**src/rtl/altera_tse_pcs_pkg.sv**
```systemverilog
// Shared PCS definitions: receive-sync state encodings, K28.5 and state-range helpers.
package altera_tse_pcs_pkg;

    typedef enum logic [3:0] {
        ST_LOS  = 4'd0,
        ST_CD1  = 4'd1,
        ST_AS1  = 4'd2,
        ST_CD2  = 4'd3,
        ST_AS2  = 4'd4,
        ST_CD3  = 4'd5,
        ST_SA1  = 4'd6,
        ST_SA2  = 4'd7,
        ST_SA2A = 4'd8,
        ST_SA3  = 4'd9,
        ST_SA3A = 4'd10,
        ST_SA4  = 4'd11,
        ST_SA4A = 4'd12
    } sync_state_t;

    localparam logic [7:0] K28_5    = 8'hBC;
    localparam logic [3:0] SA_FIRST = 4'd6;
    localparam logic [3:0] SA_LAST  = 4'd12;

    function automatic logic is_sync_acq(input sync_state_t s);
        return (s >= SA_FIRST) && (s <= SA_LAST);
    endfunction

    function automatic logic is_comma_det(input sync_state_t s);
        return (s == ST_CD1) || (s == ST_CD2) || (s == ST_CD3);
    endfunction

    // Un-primed SYNC_ACQUIRED levels; entering one restarts the good-group run.
    function automatic logic is_sa_base(input sync_state_t s);
        return (s == ST_SA2) || (s == ST_SA3) || (s == ST_SA4);
    endfunction

endpackage

```
**src/rtl/altera_tse_sat_counter.sv**
```systemverilog
// Saturating event counter with synchronous clear taking priority over increment.
module altera_tse_sat_counter #(
    parameter int WIDTH = 16
) (
    input  logic             clk,
    input  logic             reset_n,
    input  logic             clear,
    input  logic             inc,
    output logic [WIDTH-1:0] count
);

    always_ff @(posedge clk or negedge reset_n) begin
        if (!reset_n) begin
            count <= '0;
        end else if (clear) begin
            count <= '0;
        end else if (inc && (count != {WIDTH{1'b1}})) begin
            count <= count + 1'b1;
        end
    end

endmodule

```
**src/rtl/altera_tse_rx_link_sync.sv**
```systemverilog
// 1000BASE-X receive synchronization FSM: qualifies comma alignment, tracks rx_even,
// registers the code-group stream and counts loss-of-sync events.
module altera_tse_rx_link_sync
    import altera_tse_pcs_pkg::*;
#(
    parameter bit DISPERR_IS_INVALID = 1'b1,
    parameter int CNT_WIDTH          = 16
) (
    input  logic                 clk,
    input  logic                 reset_n,
    input  logic                 rx_ena,
    input  logic                 rx_signal_detect,
    input  logic [7:0]           rx_data,
    input  logic                 rx_kchar,
    input  logic                 rx_errdetect,
    input  logic                 rx_disperr,
    input  logic                 cnt_clear,
    output logic [7:0]           pcs_data,
    output logic                 pcs_kchar,
    output logic                 pcs_cgbad,
    output logic                 pcs_valid,
    output logic                 sync_status,
    output logic                 rx_even,
    output logic [3:0]           sync_state,
    output logic [CNT_WIDTH-1:0] loss_cnt
);

    sync_state_t state, state_nx;
    logic [1:0]  good_cgs, good_nx;
    logic        even_nx, sync_nx;
    logic        invalid, comma, cgbad, is_d;

    always_comb begin
        invalid  = rx_errdetect | (rx_disperr & DISPERR_IS_INVALID);
        comma    = rx_kchar & (rx_data == K28_5) & ~invalid;
        cgbad    = invalid | (comma & rx_even);
        is_d     = ~rx_kchar & ~invalid;
        state_nx = state;
        good_nx  = good_cgs;

        if (rx_ena) begin
            case (state)
                ST_LOS: if (comma) state_nx = ST_CD1;
                ST_CD1: state_nx = is_d ? ST_AS1 : ST_LOS;
                ST_CD2: state_nx = is_d ? ST_AS2 : ST_LOS;
                ST_CD3: state_nx = is_d ? ST_SA1 : ST_LOS;
                ST_AS1, ST_AS2: begin
                    if (cgbad)
                        state_nx = ST_LOS;
                    else if (comma && !rx_even)
                        state_nx = (state == ST_AS1) ? ST_CD2 : ST_CD3;
                end
                ST_SA1: if (cgbad) state_nx = ST_SA2;
                // SAn -> SAnA is +1, SAn -> SA(n+1) is +2 in the encoding
                ST_SA2, ST_SA3, ST_SA4: begin
                    if (cgbad) begin
                        state_nx = (state == ST_SA4) ? ST_LOS : sync_state_t'(state + 4'd2);
                    end else begin
                        state_nx = sync_state_t'(state + 4'd1);
                        good_nx  = 2'd1;
                    end
                end
                ST_SA2A, ST_SA3A, ST_SA4A: begin
                    if (cgbad)
                        state_nx = (state == ST_SA4A) ? ST_LOS : sync_state_t'(state + 4'd1);
                    else if (good_cgs == 2'd3)
                        state_nx = (state == ST_SA2A) ? ST_SA1 : sync_state_t'(state - 4'd3);
                    else
                        good_nx = good_cgs + 2'd1;
                end
                default: state_nx = ST_LOS;
            endcase
        end

        if (!rx_signal_detect)
            state_nx = ST_LOS;

        if (is_sa_base(state_nx) && (state_nx != state))
            good_nx = 2'd0;

        if (is_comma_det(state_nx) && (state_nx != state))
            even_nx = 1'b1;
        else
            even_nx = rx_ena ? ~rx_even : rx_even;

        sync_nx = is_sync_acq(state_nx);
    end

    always_ff @(posedge clk or negedge reset_n) begin
        if (!reset_n) begin
            state       <= ST_LOS;
            good_cgs    <= 2'd0;
            rx_even     <= 1'b0;
            sync_status <= 1'b0;
        end else begin
            state       <= state_nx;
            good_cgs    <= good_nx;
            rx_even     <= even_nx;
            sync_status <= sync_nx;
        end
    end

    // cgbad is registered with the rx_even in force when the group arrived.
    always_ff @(posedge clk or negedge reset_n) begin
        if (!reset_n) begin
            pcs_data  <= 8'd0;
            pcs_kchar <= 1'b0;
            pcs_cgbad <= 1'b0;
            pcs_valid <= 1'b0;
        end else begin
            pcs_data  <= rx_data;
            pcs_kchar <= rx_kchar;
            pcs_cgbad <= cgbad;
            pcs_valid <= rx_ena;
        end
    end

    assign sync_state = state;

    altera_tse_sat_counter #(.WIDTH(CNT_WIDTH)) u_loss_cnt (
        .clk     (clk),
        .reset_n (reset_n),
        .clear   (cnt_clear),
        .inc     (sync_status & ~sync_nx),
        .count   (loss_cnt)
    );

endmodule

```
**config.mk**
```make
export PLATFORM = sky130hd
export DESIGN_NAME = altera_tse_rx_link_sync
export DESIGN_NICKNAME = d
export VERILOG_FILES = /design/src/rtl/altera_tse_pcs_pkg.sv /design/src/rtl/altera_tse_sat_counter.sv /design/src/rtl/altera_tse_rx_link_sync.sv
export SDC_FILE = /design/constraint.sdc
export NUM_CORES = 1
export LEC_CHECK = 0
export ABC_CLOCK_PERIOD_IN_PS = 9000
export CELL_PAD_IN_SITES_DETAIL_PLACEMENT = 1
export CELL_PAD_IN_SITES_GLOBAL_PLACEMENT = 2
export CORE_ASPECT_RATIO = 0.75
export CORE_MARGIN = 2
export CORE_UTILIZATION = 34
export DETAILED_ROUTE_END_ITERATION = 10
export GPL_ROUTABILITY_DRIVEN = 0
export MAX_ROUTING_LAYER = met4
export PLACE_DENSITY_LB_ADDON = 0.25
export SLEW_MARGIN = 20
export SYNTH_ARGS = -nofsm -noshare
export SYNTH_HDL_FRONTEND = slang
export SYNTH_SLANG_ARGS = --single-unit
```
**constraint.sdc**
```tcl
create_clock -name clk -period 9 [get_ports clk]
set_input_delay 1.8 -clock clk [delete_from_list [all_inputs] [get_ports clk]]
set_output_delay 1.8 -clock clk [all_outputs]
set_load 0.1 [all_outputs]
```
== Yosys cells after proc, flatten, opt, wreduce, memory -nomap -nowiden ==
Cells that the tools add are included.

* Bits in registers: 35
* Output and inout port bits: 33
* Word-level logic and storage cells: 98

* $add $sub $neg: 5
* Magnitude comparators: 2
* Equal/unequal tests: 25
* Muxes and demuxes: 27
* Bitwise gates (word level): 11
* Reduce and logical (&&, ||, !) cells: 19

{| class="wikitable"
|+ Operators by type and width
! kind !! count
|-
| 2-to-1 mux 4 bit || 12
|-
| 2-to-1 mux 16 bit || 2
|-
| case mux 4 bit (8 select lines) || 1
|-
| equality test 4 bit, second input constant || 7
|-
| equality test 4 x 3 -> 1 bit, second input constant || 6
|-
| adder 16 x 1 -> 16 bit, second input constant || 1
|-
| != test 16 bit, second input constant || 1
|-
| equality test 4 x 2 -> 1 bit, second input constant || 3
|-
| 2-to-1 mux 2 bit || 6
|-
| 2-to-1 mux 3 bit || 3
|-
| != test 3 bit, second input constant || 3
|-
| equality test 4 x 1 -> 1 bit, second input constant || 2
|-
| equality test 8 bit, second input constant || 1
|-
| nonzero test 2 bit || 3
|-
| OR reduction 3 bit || 2
|-
| AND 1 bit || 5
|-
| logical AND 1 bit || 5
|-
| AND reduction 5 bit || 1
|-
| adder 4 x 1 -> 4 bit, second input constant || 1
|-
| adder 4 x 2 -> 4 bit, second input constant || 1
|-
| greater-or-equal comparator 4 x 3 -> 1 bit, second input constant || 1
|-
| <= comparator 4 bit, second input constant || 1
|-
| logical NOT 4 bit || 1
|-
| logical OR 1 bit || 4
|-
| other kinds (11) || 16
|}

== Longest topological paths before layout ==
* Depth after elaboration: 16
* Mapped depth: 13
* Gate-level depth less buffers: 10

== By module ==
A second synthesis with hierarchy kept.

* Cell total of the unflattened synthesis: 262
* Area, all modules: 2357.3 um^2

{| class="wikitable"
|+ Modules (own cells, without submodules)
! module !! times used !! cells an instance !! area an instance (um^2) !! sequential area each (um^2)
|-
| altera_tse_rx_link_sync || 1 || 164 || 1415.1 || 475.5
|-
| altera_tse_sat_counter || 1 || 98 || 942.2 || 400.4
|}

== Worst setup path before layout ==
Ideal clock, no wire load.

* Path kind: input-to-reg
* Start: in rx_data[0]
* End: reg u_loss_cnt.count[12]
* Setup time: 128 ps
* Arrival: 3972 ps
* Data required time: 8872 ps
* Setup slack: 4901 ps
* Stages: 10
* Cell sequence: and4bb_2 a41oi_4 buf_6 o31ai_4 a211oi_4 nor4b_1 a21boi_2 buf_6 nor4_1 mux2_1

* Longest elaborated chain between the ends: 15

{| class="wikitable"
|+ RTL lines
! item !! RTL line !! source
|-
| from (decl) || altera_tse_rx_link_sync.sv:13 || <nowiki>input logic [7:0] rx_data,</nowiki>
|-
| equality test 8 bit * || altera_tse_rx_link_sync.sv:35 || <nowiki>comma = rx_kchar & (rx_data == K28_5) & ~invalid;</nowiki>
|-
| AND 1 bit * (2 in series) || altera_tse_rx_link_sync.sv:35 ||
|-
| AND 1 bit or logical AND 1 bit (tied branches) || altera_tse_rx_link_sync.sv:36, altera_tse_rx_link_sync.sv:50 ||
|-
| bitwise OR 1 bit or 2-to-1 mux 4 bit (tied branches) || altera_tse_rx_link_sync.sv:36, altera_tse_rx_link_sync.sv:50 ||
|-
| 2-to-1 mux 4 bit (on tied branches) || n/a ||
|-
| case mux 4 bit (8 select lines) * || altera_tse_rx_link_sync.sv:42 || <nowiki>case (state)</nowiki>
|-
| 2-to-1 mux 4 bit * || altera_tse_rx_link_sync.sv:41 || <nowiki>if (rx_ena) begin</nowiki>
|-
| 2-to-1 mux 4 bit * || altera_tse_rx_link_sync.sv:75 || <nowiki>if (!rx_signal_detect)</nowiki>
|-
| via state_nx[3] || altera_tse_rx_link_sync.sv:28 || <nowiki>sync_state_t state, state_nx;</nowiki>
|-
| greater-or-equal comparator 4 x 3 -> 1 bit or <= comparator 4 bit (tied branches) || altera_tse_pcs_pkg.sv:25 || <nowiki>return (s >= SA_FIRST) && (s <= SA_LAST);</nowiki>
|-
| logical AND 1 bit * || altera_tse_pcs_pkg.sv:25 ||
|-
| inverter 1 bit * || altera_tse_rx_link_sync.sv:124 || <nowiki>.inc (sync_status & ~sync_nx),</nowiki>
|-
| AND 1 bit * || altera_tse_rx_link_sync.sv:124 ||
|-
| logical AND 1 bit * || altera_tse_sat_counter.sv:17 || <nowiki>end else if (inc && (count != {WIDTH{1'b1}})) begin</nowiki>
|-
| nonzero test 2 bit (no line) * || n/a ||
|-
| to (signal assigned) || altera_tse_sat_counter.sv:18 || <nowiki>count <= count + 1'b1;</nowiki>
|-
| to (decl) || altera_tse_sat_counter.sv:9 || <nowiki>output logic [WIDTH-1:0] count</nowiki>
|}

Mark *: on every way through the listed nets, which the timed path passes. The rest lies on a longest branch.
A chain may end at the register's enable or synchronous reset.

== Worst setup path after layout ==
* Start: in rx_data[0]
* End: reg u_loss_cnt.count[12]

* Longest elaborated chain between the ends: 15

{| class="wikitable"
|+ RTL lines
! item !! RTL line
|-
| equality test 8 bit * || altera_tse_rx_link_sync.sv:35
|-
| AND 1 bit * (2 in series) || altera_tse_rx_link_sync.sv:35
|-
| AND 1 bit or logical AND 1 bit (tied branches) || altera_tse_rx_link_sync.sv:36, altera_tse_rx_link_sync.sv:50
|-
| bitwise OR 1 bit or 2-to-1 mux 4 bit (tied branches) || altera_tse_rx_link_sync.sv:36, altera_tse_rx_link_sync.sv:50
|-
| 2-to-1 mux 4 bit (on tied branches) || n/a
|-
| case mux 4 bit (8 select lines) * || altera_tse_rx_link_sync.sv:42
|-
| 2-to-1 mux 4 bit * || altera_tse_rx_link_sync.sv:41
|-
| 2-to-1 mux 4 bit * || altera_tse_rx_link_sync.sv:75
|-
| greater-or-equal comparator 4 x 3 -> 1 bit or <= comparator 4 bit (tied branches) || altera_tse_pcs_pkg.sv:25
|-
| logical AND 1 bit * || altera_tse_pcs_pkg.sv:25
|-
| inverter 1 bit * || altera_tse_rx_link_sync.sv:124
|-
| AND 1 bit * || altera_tse_rx_link_sync.sv:124
|-
| logical AND 1 bit * || altera_tse_sat_counter.sv:17
|-
| nonzero test 2 bit (no line) * || n/a
|}

Mark *: on every way between the ends. The rest lies on a longest branch, timed or not.

==> metrics <==
site row count=26; DR vias=2191; first-pass GRT wire length=11540 µm; core area=0.006929 mm²; WS Path Type=input pin to flop; Final Skew=0.004626 ns; gr usage total=18.72%; starting DRC count in detailed routing=104; Synth Instances=260; M1 GR Usage=27.57%; area leader, netlist=dfrtp_1; nets=325; Hold Vio Cnt, Final=0; most common cell after layout, fill and taps aside=clkdlybuf4s50_1; Clock Tree Buf Depth=2; r2r setup slk=5.17 ns; Synth top area share=35.25%; syn avg cell area=9.557 µm²; status=finished, final reports clean; Hold EP=u_loss_cnt.count[14]; Die X=102.7 µm; Startpoint Class=input pin; die area=0.008015 mm²; layout cells sized above 1=12.58%; Clock Sinks=35; Synth area leaders=dfrtp_1 35%, a21oi_1 4.4%, ha_1 4.0%; Post-CTS Setup Inserts=0; router iterations before antenna repair=4; area of the mapped netlist=0.002485 mm²; H-tree levels=2; cell count of the worst reg-to-reg path=11; antenna fix cells=0; Die Y=78.04 µm; worst hold path type=flop to flop; Synth cell types=66; count of state elements after synthesis=35; EDFF count, synth=0; GR peak layer=met1; RR Startpoint=sync_state[0]; DP Wirelength=5080 µm; Port Buffers=48; synth-to-layout area growth=24.02%; most frequent cells in the layout=47 x clkdlybuf4s50_1, 35 x dfrtp_1, 22 x a21oi_1, 19 x nor2_1, 17 x nand2_1; CP peak stage delay=0.59 ns; Power Density=154.1 mW/mm²; Fmax=204.6 MHz; met2 usage=27.06%; syn_nets=284; Finish-stage setup viols=0; total wire length=6983 µm; RSZ-0062 raised after global routing=no; Synth Warn #=0; Vias/cell=5.478; Hold Path Depth=2; relative slew slack=33.37%; CTS buffer count=5; Hold Path Origin=u_loss_cnt.count[14]; pin count of the biggest net entering global routing=36; design area=0.003082 mm²; Least-Margin Pin Slew=0.9964 ns; Setup TNS=0 ns; Worst path depth=10; maximum vdd ir drop=0.05828 mV; # resized after CTS=0; initial antenna violation count=0; Post-synth ARST share=100.0%; vias in the first global route=2218; worst reg2reg endpoint=u_loss_cnt.count[9]; commonest register cell after synthesis=dfrtp_1; clock tree root driver cell=clkbuf_8; Final Slew Violations=0; DR DRC count=0; worst-skew pair later-pin latency=0.29 ns; crit path max fanout=15; Slowest cell on crit path=o31ai_4; met3 global-route usage=3.829%; CTS tree=done; Layout fillers=813; Setup crit end kind=flop; Buf/Inv on CP=2; final worst-path cycle share=54.30%; worst endpoint required time=9.17 ns; Worst EP arrival=5.06 ns; DR WL/cell=17.46 µm; Leak=1.163 nW; Seq/Total Area, Yosys=35.25%; delay-heaviest family, CP=compound AO/OA/AOI/OAI gates; I/O pins=49; post-route antenna net violation count=0; Post-CTS Hold Fix Bufs=0; post-layout min period=4.887 ns; Max Cap Violations=0; initial core utilization=35.86%; Area after DPL=0.002985 mm²; GR Overflow Total=0; worst-path cell chain=clkdlybuf4s50_1, and4bb_2, a41oi_4, mux2_2, a2bb2oi_1, and2_4, o31ai_4, buf_6, nor4_1, mux2_1; Reg clk slew, reported paths=0.07 ns
-- state kept, by name, summed over array words and instances (netlist names) --
name and cells:
u_loss_cnt.count 16, pcs_data 8, sync_state 4, good_cgs 2, pcs_cgbad 1, pcs_kchar 1, pcs_valid 1, rx_even 1
sync_status 1
-- through the flow --
step	hold WS, ns	utilization, %	cells	setup WS, ns	power (W)
4_1_cts	0.5727	44.31	399	3.956	0.0004776
2_1_floorplan	0.5828	-	260	4.901	0.0003163
5_1_grt	0.6103	44.47	400	3.944	0.0005027
3_3_place_gp	0.5657	43.08	391	3.735	0.0003603
6_report	0.5727	44.47	400	4.113	0.0004749
3_5_place_dp	0.5598	43.08	391	3.655	0.0003628
-- synthesized netlist by cell type, types with 4 or more instances --
| library cell | count |
|---|---|
| a211oi_1 | 4 |
| a21oi_1 | 22 |
| buf_2 | 6 |
| buf_6 | 5 |
| clkbuf_1 | 4 |
| dfrtp_1 | 35 |
| ha_1 | 8 |
| inv_1 | 10 |
| mux2_2 | 4 |
| mux2_4 | 4 |
| nand2_1 | 17 |
| nand3_1 | 10 |
| nand4_1 | 5 |
| nor2_1 | 19 |
| nor2b_1 | 7 |
| nor3_1 | 4 |
| o21ai_0 | 8 |
| o31ai_1 | 9 |
| or4_1 | 9 |
-- logic make-up (layout without fill, tap and decap cells) --
| kind of cell | Yosys count | in the layout | synth area share (%) |
|---|---|---|---|
| AO/OA/AOI/OAI | 75 | 75 | 24.07 |
| multiplexers | 12 | 12 | 5.891 |
| buffers and inverters | 27 | 69 | 5.891 |
| adder cells (fa/ha/maj) | 8 | 8 | 4.028 |
| AND/OR/NAND/NOR | 100 | 100 | 23.82 |
| XOR/XNOR | 3 | 3 | 1.058 |
| flip-flops | 35 | 35 | 35.25 |
-- tightest hold or removal path: stages, from the launching register on --
cell     delay [ns]
dfrtp_1        0.41
o41ai_1        0.07
a21oi_1        0.06
-- layer usage --
| layer | share of wire, % | vias to the layer above |
|---|---|---|
| li1 | - | 1060 |
| met3 | 5.1 | 4 |
| met5 | 0 | - |
| met2 | 41 | 46 |
| met1 | 53 | 1081 |
| met4 | 0.42 | 0 |
-- area by class of cell --
| class | count | area, µm² | share of cell area, % |
|---|---|---|---|
| clock inverter | 2 | 12.51 | 0.4060 |
| tap | 98 | 122.6 | 3.979 |
| inverter | 11 | 41.29 | 1.340 |
| clock buffer | 6 | 72.57 | 2.355 |
| timing repair buffer | 50 | 494.2 | 16.04 |
| sequential | 35 | 875.8 | 28.42 |
| multi-input combinational | 198 | 1463 | 47.46 |
-- power breakdown --
part	leakage (nW)	total, W	internal [W]	switching [W]
combinational	0.669	0.000175	0.0000543	0.000120
clock	0.0412	0.000112	0.0000541	0.0000583
sequential	0.453	0.000188	0.000169	0.0000191
total	1.16	0.000475	0.000277	0.000198
-- worst max-delay path by stage --
| stage | from | endpoint | slack, ns |
|---|---|---|---|
| 2_1_floorplan | rx_data[0] | u_loss_cnt.count[12] | 4.90 |
| 3_3_place_gp | rx_data[0] | u_loss_cnt.count[9] | 3.74 |
| 3_5_place_dp | rx_data[0] | u_loss_cnt.count[9] | 3.65 |
| 4_1_cts | rx_data[0] | u_loss_cnt.count[9] | 3.96 |
| 5_1_grt | rx_data[1] | u_loss_cnt.count[14] | 3.94 |
| 6_report | rx_data[0] | u_loss_cnt.count[12] | 4.11 |
(Power assumes the default switching activity.)
